--- src/rtl/audio_sample_scheduler_if.sv ---
// rtl/audio_sample_scheduler_if.sv - codec/requester bundle for the audio sample scheduler
interface audio_sample_scheduler_if #(
  parameter int FRAME_W = 16
);
  logic               START;
  logic               INIT;
  logic               INIT_FINISH;
  logic               DATA_OVER;
  logic [15:0]        LDATA;
  logic [15:0]        RDATA;
  logic               MUS_VALID;
  logic [15:0]        MUS_SAMPLE;
  logic               MUS_READY;
  logic               FX_VALID;
  logic [15:0]        FX_SAMPLE;
  logic               FX_READY;
  logic [FRAME_W-1:0] FRAME_CNT;
  logic               MUS_DONE;
  logic               UNDERRUN;
  logic               INIT_ERR;

  modport master (
    input  START, INIT_FINISH, DATA_OVER, MUS_VALID, MUS_SAMPLE, FX_VALID, FX_SAMPLE,
    output INIT, LDATA, RDATA, MUS_READY, FX_READY, FRAME_CNT, MUS_DONE, UNDERRUN, INIT_ERR
  );

  modport slave (
    output START, INIT_FINISH, DATA_OVER, MUS_VALID, MUS_SAMPLE, FX_VALID, FX_SAMPLE,
    input  INIT, LDATA, RDATA, MUS_READY, FX_READY, FRAME_CNT, MUS_DONE, UNDERRUN, INIT_ERR
  );
endinterface

--- src/rtl/audio_sample_scheduler.sv ---
// rtl/audio_sample_scheduler.sv - codec init sequencing and saturating music+effect mix per DATA_OVER
module audio_sample_scheduler #(
  parameter int NUM_FRAMES   = 48000,
  parameter int INIT_TIMEOUT = 1000000,
  parameter int FX_SHIFT     = 1,
  parameter int FRAME_W      = 16
) (
  input  logic                      CLK,
  input  logic                      RESET_N,
  audio_sample_scheduler_if.master  bus
);
  typedef enum logic [2:0] {
    S_IDLE, S_INIT_REQ, S_INIT_WAIT, S_FETCH, S_MIX, S_PLAY, S_DONE, S_ERR
  } state_t;

  localparam int TW = $clog2(INIT_TIMEOUT) + 1;

  state_t              state_q, state_d;
  logic [TW-1:0]       tcnt_q, tcnt_d;
  logic signed [15:0]  mus_q, mus_d;
  logic signed [15:0]  fx_q, fx_d;
  logic [15:0]         pend_q, pend_d;
  logic [15:0]         ldata_q, ldata_d;
  logic [FRAME_W-1:0]  frame_q, frame_d;
  logic                underrun_q, underrun_d;

  logic signed [15:0]  fx_att;
  logic [16:0]         mix_sum;
  logic [15:0]         mix_sat;

  always_ff @(posedge CLK or negedge RESET_N) begin
    if (!RESET_N) begin
      state_q    <= S_IDLE;
      tcnt_q     <= '0;
      mus_q      <= '0;
      fx_q       <= '0;
      pend_q     <= '0;
      ldata_q    <= '0;
      frame_q    <= '0;
      underrun_q <= 1'b0;
    end else begin
      state_q    <= state_d;
      tcnt_q     <= tcnt_d;
      mus_q      <= mus_d;
      fx_q       <= fx_d;
      pend_q     <= pend_d;
      ldata_q    <= ldata_d;
      frame_q    <= frame_d;
      underrun_q <= underrun_d;
    end
  end

  // 17-bit sum cannot wrap; disagreement of the top two bits means out of 16-bit range
  always_comb begin
    fx_att  = fx_q >>> FX_SHIFT;
    mix_sum = {mus_q[15], mus_q} + {fx_att[15], fx_att};
    mix_sat = mix_sum[15:0];
    if (mix_sum[16] != mix_sum[15]) begin
      mix_sat = mix_sum[16] ? 16'h8000 : 16'h7FFF;
    end
  end

  always_comb begin
    state_d    = state_q;
    tcnt_d     = tcnt_q;
    mus_d      = mus_q;
    fx_d       = fx_q;
    pend_d     = pend_q;
    ldata_d    = ldata_q;
    frame_d    = frame_q;
    underrun_d = underrun_q;
    case (state_q)
      S_IDLE: begin
        if (bus.START) state_d = S_INIT_REQ;
      end
      S_INIT_REQ: begin
        tcnt_d  = '0;
        state_d = S_INIT_WAIT;
      end
      S_INIT_WAIT: begin
        if (bus.INIT_FINISH)                      state_d = S_FETCH;
        else if (tcnt_q == TW'(INIT_TIMEOUT - 1)) state_d = S_ERR;
        else                                      tcnt_d  = tcnt_q + TW'(1);
      end
      S_FETCH: begin
        if (bus.DATA_OVER) underrun_d = 1'b1;
        if (bus.MUS_VALID) begin
          mus_d   = bus.MUS_SAMPLE;
          fx_d    = bus.FX_VALID ? bus.FX_SAMPLE : 16'h0000;
          state_d = S_MIX;
        end
      end
      S_MIX: begin
        if (bus.DATA_OVER) underrun_d = 1'b1;
        pend_d  = mix_sat;
        state_d = S_PLAY;
      end
      S_PLAY: begin
        if (bus.DATA_OVER) begin
          ldata_d = pend_q;
          frame_d = frame_q + FRAME_W'(1);
          state_d = (frame_q == FRAME_W'(NUM_FRAMES - 1)) ? S_DONE : S_FETCH;
        end
      end
      S_DONE: begin
        if (bus.START) begin
          frame_d    = '0;
          underrun_d = 1'b0;
          state_d    = S_FETCH;
        end
      end
      S_ERR:   state_d = S_ERR;
      default: state_d = S_IDLE;
    endcase
  end

  always_comb begin
    bus.INIT      = (state_q == S_INIT_REQ);
    bus.MUS_READY = (state_q == S_FETCH);
    bus.FX_READY  = (state_q == S_FETCH) && bus.MUS_VALID;
    bus.MUS_DONE  = (state_q == S_DONE);
    bus.INIT_ERR  = (state_q == S_ERR);
    bus.LDATA     = ldata_q;
    bus.RDATA     = ldata_q;
    bus.FRAME_CNT = frame_q;
    bus.UNDERRUN  = underrun_q;
  end
endmodule
--- src/flat_wrapper.sv ---
// flat-port wrapper written by rule: the top's interface ports become plain ports
module audio_sample_scheduler_flat 
#(
  parameter int NUM_FRAMES   = 48000,
  parameter int INIT_TIMEOUT = 1000000,
  parameter int FX_SHIFT     = 1,
  parameter int FRAME_W      = 16
)
  (CLK, RESET_N, bus_START, bus_INIT_FINISH, bus_DATA_OVER, bus_MUS_VALID, bus_MUS_SAMPLE, bus_FX_VALID, bus_FX_SAMPLE, bus_INIT, bus_LDATA, bus_RDATA, bus_MUS_READY, bus_FX_READY, bus_FRAME_CNT, bus_MUS_DONE, bus_UNDERRUN, bus_INIT_ERR);
  audio_sample_scheduler_if #(.FRAME_W(FRAME_W)) bus_i ();
  input  logic CLK;
  input  logic RESET_N;
  input wire logic [$bits(bus_i.START)-1:0] bus_START;
  input wire logic [$bits(bus_i.INIT_FINISH)-1:0] bus_INIT_FINISH;
  input wire logic [$bits(bus_i.DATA_OVER)-1:0] bus_DATA_OVER;
  input wire logic [$bits(bus_i.MUS_VALID)-1:0] bus_MUS_VALID;
  input wire logic [$bits(bus_i.MUS_SAMPLE)-1:0] bus_MUS_SAMPLE;
  input wire logic [$bits(bus_i.FX_VALID)-1:0] bus_FX_VALID;
  input wire logic [$bits(bus_i.FX_SAMPLE)-1:0] bus_FX_SAMPLE;
  output wire logic [$bits(bus_i.INIT)-1:0] bus_INIT;
  output wire logic [$bits(bus_i.LDATA)-1:0] bus_LDATA;
  output wire logic [$bits(bus_i.RDATA)-1:0] bus_RDATA;
  output wire logic [$bits(bus_i.MUS_READY)-1:0] bus_MUS_READY;
  output wire logic [$bits(bus_i.FX_READY)-1:0] bus_FX_READY;
  output wire logic [$bits(bus_i.FRAME_CNT)-1:0] bus_FRAME_CNT;
  output wire logic [$bits(bus_i.MUS_DONE)-1:0] bus_MUS_DONE;
  output wire logic [$bits(bus_i.UNDERRUN)-1:0] bus_UNDERRUN;
  output wire logic [$bits(bus_i.INIT_ERR)-1:0] bus_INIT_ERR;
  assign bus_i.START = bus_START;
  assign bus_i.INIT_FINISH = bus_INIT_FINISH;
  assign bus_i.DATA_OVER = bus_DATA_OVER;
  assign bus_i.MUS_VALID = bus_MUS_VALID;
  assign bus_i.MUS_SAMPLE = bus_MUS_SAMPLE;
  assign bus_i.FX_VALID = bus_FX_VALID;
  assign bus_i.FX_SAMPLE = bus_FX_SAMPLE;
  assign bus_INIT = bus_i.INIT;
  assign bus_LDATA = bus_i.LDATA;
  assign bus_RDATA = bus_i.RDATA;
  assign bus_MUS_READY = bus_i.MUS_READY;
  assign bus_FX_READY = bus_i.FX_READY;
  assign bus_FRAME_CNT = bus_i.FRAME_CNT;
  assign bus_MUS_DONE = bus_i.MUS_DONE;
  assign bus_UNDERRUN = bus_i.UNDERRUN;
  assign bus_INIT_ERR = bus_i.INIT_ERR;
  audio_sample_scheduler #(.NUM_FRAMES(NUM_FRAMES), .INIT_TIMEOUT(INIT_TIMEOUT), .FX_SHIFT(FX_SHIFT), .FRAME_W(FRAME_W)) u_core (.CLK(CLK), .RESET_N(RESET_N), .bus(bus_i));
endmodule
--- config.mk ---
export PLATFORM = sky130hd
export DESIGN_NAME = audio_sample_scheduler_flat
export DESIGN_NICKNAME = d
export VERILOG_FILES = /design/src/rtl/audio_sample_scheduler_if.sv /design/src/rtl/audio_sample_scheduler.sv /design/src/flat_wrapper.sv
export SDC_FILE = /design/constraint.sdc
export NUM_CORES = 1
export LEC_CHECK = 0
export CAP_MARGIN = 10
export CORE_ASPECT_RATIO = 0.6
export CORE_MARGIN = 10
export CORE_UTILIZATION = 35
export DETAILED_ROUTE_END_ITERATION = 7
export GPL_TIMING_DRIVEN = 0
export PLACE_DENSITY = 0.56
export SLEW_MARGIN = 25
export SYNTH_ARGS = -nofsm -noshare
export SYNTH_HDL_FRONTEND = slang
export SYNTH_SLANG_ARGS = --single-unit
export TNS_END_PERCENT = 20
--- constraint.sdc ---
create_clock -name CLK -period 2.6 [get_ports CLK]
set_clock_uncertainty 0.15 [all_clocks]
set_input_delay 0.52 -clock CLK [delete_from_list [all_inputs] [get_ports CLK]]
set_output_delay 0.52 -clock CLK [all_outputs]
set_load 0.01 [all_outputs]
==> results.tsv, run 1 <==
metric	value	unit
synthToLayoutAreaGrowth	31.4	%
min_period	2.52	ns
reg2reg_from	u_core.fx_q[14]	
portBuffers	91	
tightest_slew	0.650	ns
antenna_found_initial	0	
cts_root_buf	clkbuf_16	
slowest_stage	clkdlybuf4s50_1	
timing.final.crit_share	97.0	%
grt_pass1_vias	4479	
grt_pass1_wl	23.4	mm
synth_simple_gate_area_share	19.6	%
clk_pin_slew_worst_paths	0.07	ns
drt-total-wl	14.2	mm
cap_violations	0	
synthArstFlopShare	100	%
remaining_drc_errors	0	
p_leak	0.00329	uW
hold_class	flop to flop	
fmax	397	MHz
grt_max_degree	71	
ant_nets	0	
die_h	118	um
drv_slew	0	
cp-startpoint	u_core.state_q[2]	
relSlewSlack	56.5	%
dp_cells	901	
viasPerCell	4.96	
worst-path-max-fanout	10	
synth_area_per_cell	9.17	um^2
cts_tree	done	
route.vias.total	4566	
drive_gt1_share	14.6	%
drtIter0Drc	291	
synth_seq_cells	104	
antenna_cells	0	
synth_compound_area_share	14.6	%
io_pins	93	
cts_buffers	9	
setup_viol	0	
synth_top_family_by_area	simple AND/OR/NAND/NOR gates	
nNetsFinal	773	
crit_path_end_kind	output pin	
syn_inst	606	
clock_latency	0.35	ns
core_area	15500	um^2
final_cells	921	
cp_slowest_stage_delay	0.55	ns
gp_congestion	0.844	
clock_path_buffers	2	
ir_worst_vdd	568	uV
grt-ovfl-total	0	
synth_edf_count	0	
firstDrtPassIters	5	
worst_ep_arrival_time	1.85	ns
status	completed	
crit_family	buffers and inverters	
setup.worst_path.start_class	flop	
fin_tns_setup	0	ns
synthAdderAreaFrac	4.41	%
start_util	35.9	%
rsz0062_at_grt	yes	
p_per_area	1180	nW/um^2
row_count	35	
yosys_warnings	0	
dp_hpwl	11.0	mm
post_drt_wl_per_cell	15.4	um
synth_fp_nets	664	
worstSetupPathType	flop to output pin	
cp.required	1.93	ns
cp_cell_sequence	buf_4 > inv_2 > and3_2 > clkdlybuf4s50_1	
finalHoldViolCount	0	
synth_xor_area_share	5.65	%
cts.sinks	104	
path_buf_inv	3	
synth-main-ff-cell	dfrtp_1	
grt_usage	13.1	%
netlist_area	5560	um^2
yosys.cell_types.count	57	
muxShareOfSynthArea	3.42	%
min_from	u_core.pend_q[3]	
cts_max_level	3	
worst_hold_slack	0.320	ns
ys_seq_area_share	46.8	%
die_w	183	um
die_area	21500	um^2
[Yosys cell counts, types with 2 or more instances]
cell type / instances / share of area [%]
and3_1: 13 / 1.5
xor2_1: 16 / 2.5
o21ai_0: 31 / 2.8
clkbuf_1: 20 / 1.4
o21ai_1: 30 / 2.7
nand2_1: 117 / 7.9
nand2b_1: 3 / 0.34
xnor2_1: 18 / 2.8
o41ai_1: 2 / 0.32
a21o_1: 8 / 1.1
buf_2: 7 / 0.63
a21boi_0: 2 / 0.27
ha_1: 18 / 4.1
inv_1: 13 / 0.88
o2111ai_1: 3 / 0.47
nand4_1: 9 / 1.0
nor3_1: 2 / 0.18
and3b_1: 2 / 0.32
a21oi_1: 34 / 3.1
o31ai_1: 2 / 0.27
dfrtp_1: 104 / 47
mux2_2: 15 / 3.0
a31oi_1: 8 / 0.90
nand3_1: 29 / 2.6
nor4_1: 2 / 0.23
nor2b_1: 3 / 0.34
nor2_1: 44 / 3.0
o21a_1: 3 / 0.41
nor4_2: 2 / 0.45
or3_1: 3 / 0.34
buf_4: 17 / 2.3
[layer usage]
layer  up-vias  track usage, %  wire length [um]
li1       2298               -                 -
met1      2150            20.1              7720
met2       106            17.1              5460
met3        12            3.53               873
met4         0            3.34               165
met5         -               0                 0
[where the power goes]
group	internal (uW)	leakage [uW]	total, uW	switching [uW]
sequential	2100	0.00136	2500	401
clock	768	0.000141	1370	598
combinational	2230	0.00179	4780	2550
total	5090	0.00329	8650	3550
[state kept, by name (all words and copies together), names as in the netlist]
signal	cells
u_core.bus.UNDERRUN	1
u_core.mus_q	16
u_core.bus.FRAME_CNT	16
u_core.fx_q	15
u_core.tcnt_q	21
u_core.state_q	3
u_core.pend_q	16
u_core.bus.LDATA	16
[metrics by stage]
step	setup slack, ns	util (%)	cell area, um^2	total power (uW)
final	0.0784	47.2	7300	8650
after global placement	-3.05	43.5	6720	6490
after detailed placement	-0.456	43.7	6750	6580
after floorplan	0.203	-	5560	5180
after global routing	-0.0682	47.2	7300	9310
after CTS	-0.00172	46.4	7170	8370
[worst min-delay path, delay by kind of cell, from the launching register on]
| family | cells | cell delay (ns) |
|---|---|---|
| AND/OR/NAND/NOR | 2 | 0.10 |
| flip-flops | 1 | 0.34 |
[final timing paths]
check	to	slack, ns	depth (start not counted)
hold reg to reg	u_core.bus.LDATA[3]	0.32	2
max in group asynchronous	u_core.state_q[0]	1.18	3
setup / recovery	bus_MUS_READY	0.08	4
setup reg to reg	u_core.pend_q[2]	0.10	9
hold / removal	u_core.bus.LDATA[3]	0.32	2
min in group asynchronous	u_core.tcnt_q[13]	0.47	2
[timing repair]
| item | CTS | global route |
|---|---|---|
| gates cloned | 0 | 1 |
| setup endpoints to repair | 19 | 23 |
| hold buffers | 1 | 0 |
| setup buffers | 5 | 3 |
| pin swaps | 5 | 8 |
| gates resized for setup | 25 | 24 |
| hold endpoints to repair | 34 | 0 |
[logic make-up (layout without fill, tap and decap cells)]
| kind of cell | after synthesis | in the layout |
|---|---|---|
| and+or+nand+nor | 236 | 236 |
| AOI/OAI and AO/OA | 136 | 137 |
| muxes | 17 | 17 |
| adders and majority gates | 19 | 19 |
| xor gates and xnor gates | 35 | 35 |
| buffers and inverters | 59 | 170 |
| DFF | 104 | 104 |
[cells in the final DEF (no fill, tap or decap), types with 3 or more instances in the layout]
cell type and n:
o21a_1 3, a31oi_1 7, nand2_1 114, o21ai_1 29
o21ai_0 31, buf_4 26, a21o_1 8, mux2_2 15
and3_1 12, clkbuf_1 14, or3_1 3, buf_6 5
ha_4 3, clkdlybuf4s50_1 88, inv_1 11, a21oi_1 32
dfrtp_1 103, buf_2 3, nand3_1 28, nand2b_1 3
xor2_1 16, clkbuf_16 9, xnor2_1 18, nand4_1 9
ha_1 12, nor2_1 44, ha_2 3
[final cells by class]
| type | instances | area, um^2 |
|---|---|---|
| Clock inverter | 4 | 55.1 |
| Inverter | 14 | 61.3 |
| Fill cell | 1426 | 8160 |
| Tap cell | 203 | 254 |
| Clock buffer | 10 | 239 |
| Sequential cell | 104 | 2600 |
| Buffer | 41 | 254 |
| Timing Repair Buffer | 101 | 1010 |
| Multi-Input combinational cell | 444 | 2820 |
No activity file was read; power rests on OpenSTA's default activity.
==> run 2, diff against run 1 <==
Settings changed: CORE_ASPECT_RATIO 0.6 to 1.2, PLACE_DENSITY 0.56 to 0.62.
==> run 2 against run 1 <==
Fmax about the same. Cell count is 0.54% higher. Critical path depth stayed put. First-iteration DRC count grew 1.4%. Non-clock buffer count is 1 lower. Power decreased by 3.9%. Hold slack gained 0.0043 ns. Critical endpoint unchanged.
==> results.tsv, run 2 (synthesis gave the netlist of run 1 again) <==
metric	value	unit
p_leak	0.00326	uW
postLayoutCoreUtil	46.5	%
ant_nets	0	
drv_slew	0	
min_to	u_core.bus.LDATA[15]	
antenna_found_initial	0	
hold_class	flop to flop	
drt-total-wl	13.6	mm
cts_max_level	3	
clk_pin_slew_worst_paths	0.07	ns
cts_buffers	9	
worstSetupPathType	flop to output pin	
clock_latency	0.35	ns
cts.sinks	104	
core_area	15600	um^2
rsz0062_at_grt	yes	
synthToLayoutAreaGrowth	30.4	%
grt-ovfl-total	0	
p_per_area	1150	nW/um^2
route.vias.total	4611	
antenna_cells	0	
gp_congestion	0.874	
clock_path_buffers	2	
status	completed	
cp_cell_sequence	buf_4 > inv_2 > and3_4 > clkdlybuf4s50_1	
path_depth	4	
cts_root_buf	clkbuf_16	
grt_usage	12.8	%
cp_slowest_stage_delay	0.57	ns
viasPerCell	4.98	
fmax	396	MHz
min_period	2.52	ns
reg2reg_depth	10	
worst_ep_arrival_time	1.85	ns
largest_register_ffs	21	
crit_family	buffers and inverters	
die_w	135	um
multiInputGateArea	2790	um^2
reg2reg_from	u_core.fx_q[13]	
grt_max_degree	71	
grt_pass1_wl	22.7	mm
max_flop_register	u_core.tcnt_q	
postPlaceCellArea	6760	um^2
row_count	50	
worst-path-max-fanout	10	
tightest_slew	0.749	ns
cts_tree	done	
relSlewSlack	49.9	%
pre_cts_slack	-0.423	ns
start_util	35.7	%
worst_hold_slack	0.324	ns
setup_viol	0	
regArea	2600	um^2
timing.rr.end	u_core.pend_q[10]	
dp_hpwl	10.4	mm
post_drt_wl_per_cell	14.7	um
crit_path_end_kind	output pin	
drtIter0Drc	295	
timing.final.ws_setup	0.0778	ns
drive_gt1_share	13.2	%
die_area	21300	um^2
min_from	u_core.pend_q[15]	
nNetsFinal	772	
cp.required	1.93	ns
fill_cells	1425	
slowest_stage	clkdlybuf4s50_1	
path_buf_inv	3	
timing.final.crit_share	97.0	%
worstHoldPathCells	2	
final_common_cell	nand2_1	
worst-r2r-setup-slack	0.10	ns
remaining_drc_errors	0	
final_cell_mix	114 x nand2_1, 103 x dfrtp_1, 88 x clkdlybuf4s50_1, 44 x nor2_1, 33 x a21oi_1	
setup.worst_path.start_class	flop	
firstDrtPassIters	4	
ir_worst_vdd	485	uV
grt_pass1_vias	4611	
cap_violations	0	
finalHoldViolCount	0	
fin_area	7250	um^2
die_h	158	um
portBuffers	91	
io_pins	93	
run 2: cell count changes in the layout (fill, tap and decap cells not counted), sizes merged:
| cell | previous run | this run |
|---|---|---|
| clkbuf | 26 | 29 |
| clkinv | 2 | 0 |
| buf | 35 | 34 |
| bufinv | 1 | 0 |
| clkinvlp | 2 | 3 |
| dlygate4sd2 | 2 | 1 |
| dlymetal6s2s | 0 | 1 |
run 2: repair_timing:
item                       CTS  global route
gates resized for setup     24            16
hold endpoints to repair    34             0
pin swaps                    1            10
hold buffers                 1             0
buffers inserted             1             5
setup endpoints to repair   20            21
cloned                       0             1
run 2: tightest hold or removal path: cells and delay by family (launching register included):
kind | cells | cell delay (ns)
and+or+nand+nor | 2 | 0.10
DFF | 1 | 0.34
run 2: through the flow:
stage               cells  total power, uW  TNS (ns)
CTS                   921             8030         0
global placement      905             6350   -310.15
detailed placement    906             6450     -4.57
global route          926             8960   -0.0872
floorplan             606             5180         0
finish                926             8310         0
run 2: report_power, final:
| group | internal [uW] | total (uW) | switching (uW) | leakage, uW |
|---|---|---|---|---|
| sequential | 2100 | 2470 | 375 | 0.00136 |
| combinational | 2140 | 4570 | 2430 | 0.00177 |
| clock | 697 | 1270 | 571 | 0.000128 |
| total | 4940 | 8310 | 3370 | 0.00326 |
run 2: how the worst max path moves through the flow:
stage,startpoint,end
6_report,u_core.state_q[2],bus_MUS_READY
5_1_grt,u_core.tcnt_q[0],u_core.tcnt_q[10]
4_1_cts,u_core.mus_q[4],u_core.pend_q[0]
3_5_place_dp,bus_MUS_VALID,bus_FX_READY
3_3_place_gp,RESET_N,u_core.tcnt_q[17]
2_1_floorplan,u_core.fx_q[1],u_core.pend_q[12]
run 2: final cells by class:
cell class	instances	share of cell area (%)
Inverter	14	0.811
Sequential cell	104	35.9
Clock inverter	2	0.207
Multi-Input combinational cell	444	38.6
Buffer	42	3.52
Tap cell	208	3.59
Clock buffer	13	3.59
Timing Repair Buffer	99	13.8
run 2: metal layers:
metal  track usage, %  share of wire, %
met1             15.6                43
met2             21.6                49
met3             2.41               5.8
met4             5.49               1.8
met5                0                 0
==> run 3, diff against run 2 <==
Settings changed: CAP_MARGIN 10 to 20, CORE_MARGIN 10 to default.
==> run 3 against run 2 <==
Via count decreased by 1.2%. Critical endpoint is now bus_INIT. Cell count increased by 0.11%. Combinational power shrank 2%. Non-clock buffer count did not move. Hold slack worse by 0.0021 ns.
==> results.tsv, run 3 (synthesis gave the netlist of run 1 again) <==
metric	value	unit
status	completed	
p_per_area	1170	nW/um^2
post_drt_wl_per_cell	14.2	um
p_leak	0.00332	uW
postLayoutCoreUtil	46.9	%
rsz0062_at_grt	yes	
drv_slew	0	
largest_register_ffs	21	
clk_pin_slew_worst_paths	0.07	ns
cap_violations	0	
worst-r2r-setup-slack	0.08	ns
crit_path_end	bus_INIT	
hold_class	flop to flop	
timing.rr.end	u_core.pend_q[5]	
cts_root_buf	clkbuf_16	
remaining_drc_errors	0	
timing.final.ws_setup	0.0294	ns
cp.required	1.93	ns
relSlewSlack	53.6	%
fill_cells	1435	
final_common_cell	nand2_1	
core_area	15600	um^2
dp_hpwl	9.65	mm
die_w	117	um
cts_tree	done	
reg2reg_from	u_core.fx_q[14]	
start_util	35.7	%
antenna_found_initial	0	
cts_max_level	3	
clock_path_buffers	2	
synthToLayoutAreaGrowth	31.5	%
fin_tns_setup	0	ns
final_cell_mix	114 x nand2_1, 103 x dfrtp_1, 88 x clkdlybuf4s50_1, 44 x nor2_1, 33 x a21oi_1	
max_flop_register	u_core.tcnt_q	
timing.final.crit_share	98.9	%
grt-ovfl-total	0	
crit_path_end_kind	output pin	
drtIter0Drc	227	
drt-total-wl	13.1	mm
min_period	2.57	ns
gp_congestion	0.856	
antenna_cells	0	
cp-startpoint	u_core.state_q[2]	
firstDrtPassIters	4	
route.vias.total	4556	
row_count	50	
drive_gt1_share	13.4	%
setup.worst_path.start_class	flop	
slowest_stage	clkdlybuf4s50_1	
die_h	140	um
nNetsFinal	772	
cts.sinks	104	
tightest_slew	0.694	ns
fmax	389	MHz
die_area	16400	um^2
finalHoldViolCount	0	
grt_max_degree	76	
cts_buffers	9	
cp_slowest_stage_delay	0.55	ns
ant_nets	0	
cp_cell_sequence	buf_6 > inv_2 > nand2_2 > inv_4 > clkdlybuf4s50_1	
pre_cts_slack	-0.328	ns
io_pins	93	
worst_ep_arrival_time	1.90	ns
reg2reg_depth	9	
ir_worst_vdd	564	uV
setup_viol	0	
viasPerCell	4.91	
grt_pass1_vias	4445	
grt_usage	16.4	%
worstSetupPathType	flop to output pin	
clock_latency	0.35	ns
grt_pass1_wl	21.3	mm
portBuffers	91	
worst-path-max-fanout	10	
==> run 3: final cells by class <==
| type | instances | area (um^2) | area share, % |
|---|---|---|---|
| Buffer | 43 | 265 | 3.63 |
| Timing Repair Buffer | 98 | 988 | 13.5 |
| Clock buffer | 10 | 229 | 3.13 |
| Tap cell | 208 | 260 | 3.56 |
| Multi-Input combinational cell | 444 | 2780 | 38.1 |
| Clock inverter | 6 | 116 | 1.59 |
| Inverter | 14 | 58.8 | 0.805 |
| Sequential cell | 104 | 2600 | 35.6 |
==> run 3: critical path, delay by kind of cell, from the launching register on <==
kind / cells / cell delay [ns]
flops: 1 / 0.44
simple gates: 1 / 0.16
buf+inv: 4 / 0.96
==> run 3: metrics by stage <==
stage / std cells / hold slack [ns] / cell area [um^2] / power, uW
after floorplan: 606 / 0.0744 / 5560 / 5180
after global placement: 905 / 0.307 / 6730 / 6340
after detailed placement: 906 / 0.271 / 6760 / 6430
after CTS: 922 / 0.326 / 7190 / 8300
after global routing: 927 / 0.362 / 7300 / 9130
final: 927 / 0.322 / 7300 / 8520
==> run 3: report_power, final <==
group,switching [uW],internal [uW]
combinational,2400,2090
clock,615,948
sequential,372,2100
==> run 3: repair_timing <==
| item | 4_1_cts | 5_1_grt |
|---|---|---|
| pin swaps | 1 | 7 |
| endpoints found under the hold margin | 29 | 0 |
| gates resized for setup | 21 | 20 |
| hold buffers | 1 | 0 |
| cloned | 0 | 1 |
| setup endpoints to repair | 20 | 22 |
| setup buffers | 1 | 4 |
==> run 3: how the worst min path moves through the flow <==
stage          cells after the start  slack [ns]                      end         startpoint
3_5_place_dp                       1        0.27          u_core.mus_q[7]            RESET_N
5_1_grt                            2        0.36     u_core.bus.LDATA[12]  u_core.pend_q[12]
2_1_floorplan                      0        0.07  u_core.bus.FRAME_CNT[0]            RESET_N
4_1_cts                            2        0.33     u_core.bus.LDATA[15]  u_core.pend_q[15]
3_3_place_gp                       2        0.31      u_core.bus.LDATA[0]   u_core.pend_q[0]
6_report                           2        0.32     u_core.bus.LDATA[15]  u_core.pend_q[15]
==> run 3: routing by layer <==
metal | global-route usage [%] | vias up | part of all wire, %
li1 | - | 2293 | -
met1 | 21.2 | 2152 | 46
met2 | 27.5 | 97 | 49
met3 | 2.81 | 14 | 3.4
met4 | 5.20 | 0 | 1.6
met5 | 0 | - | 0
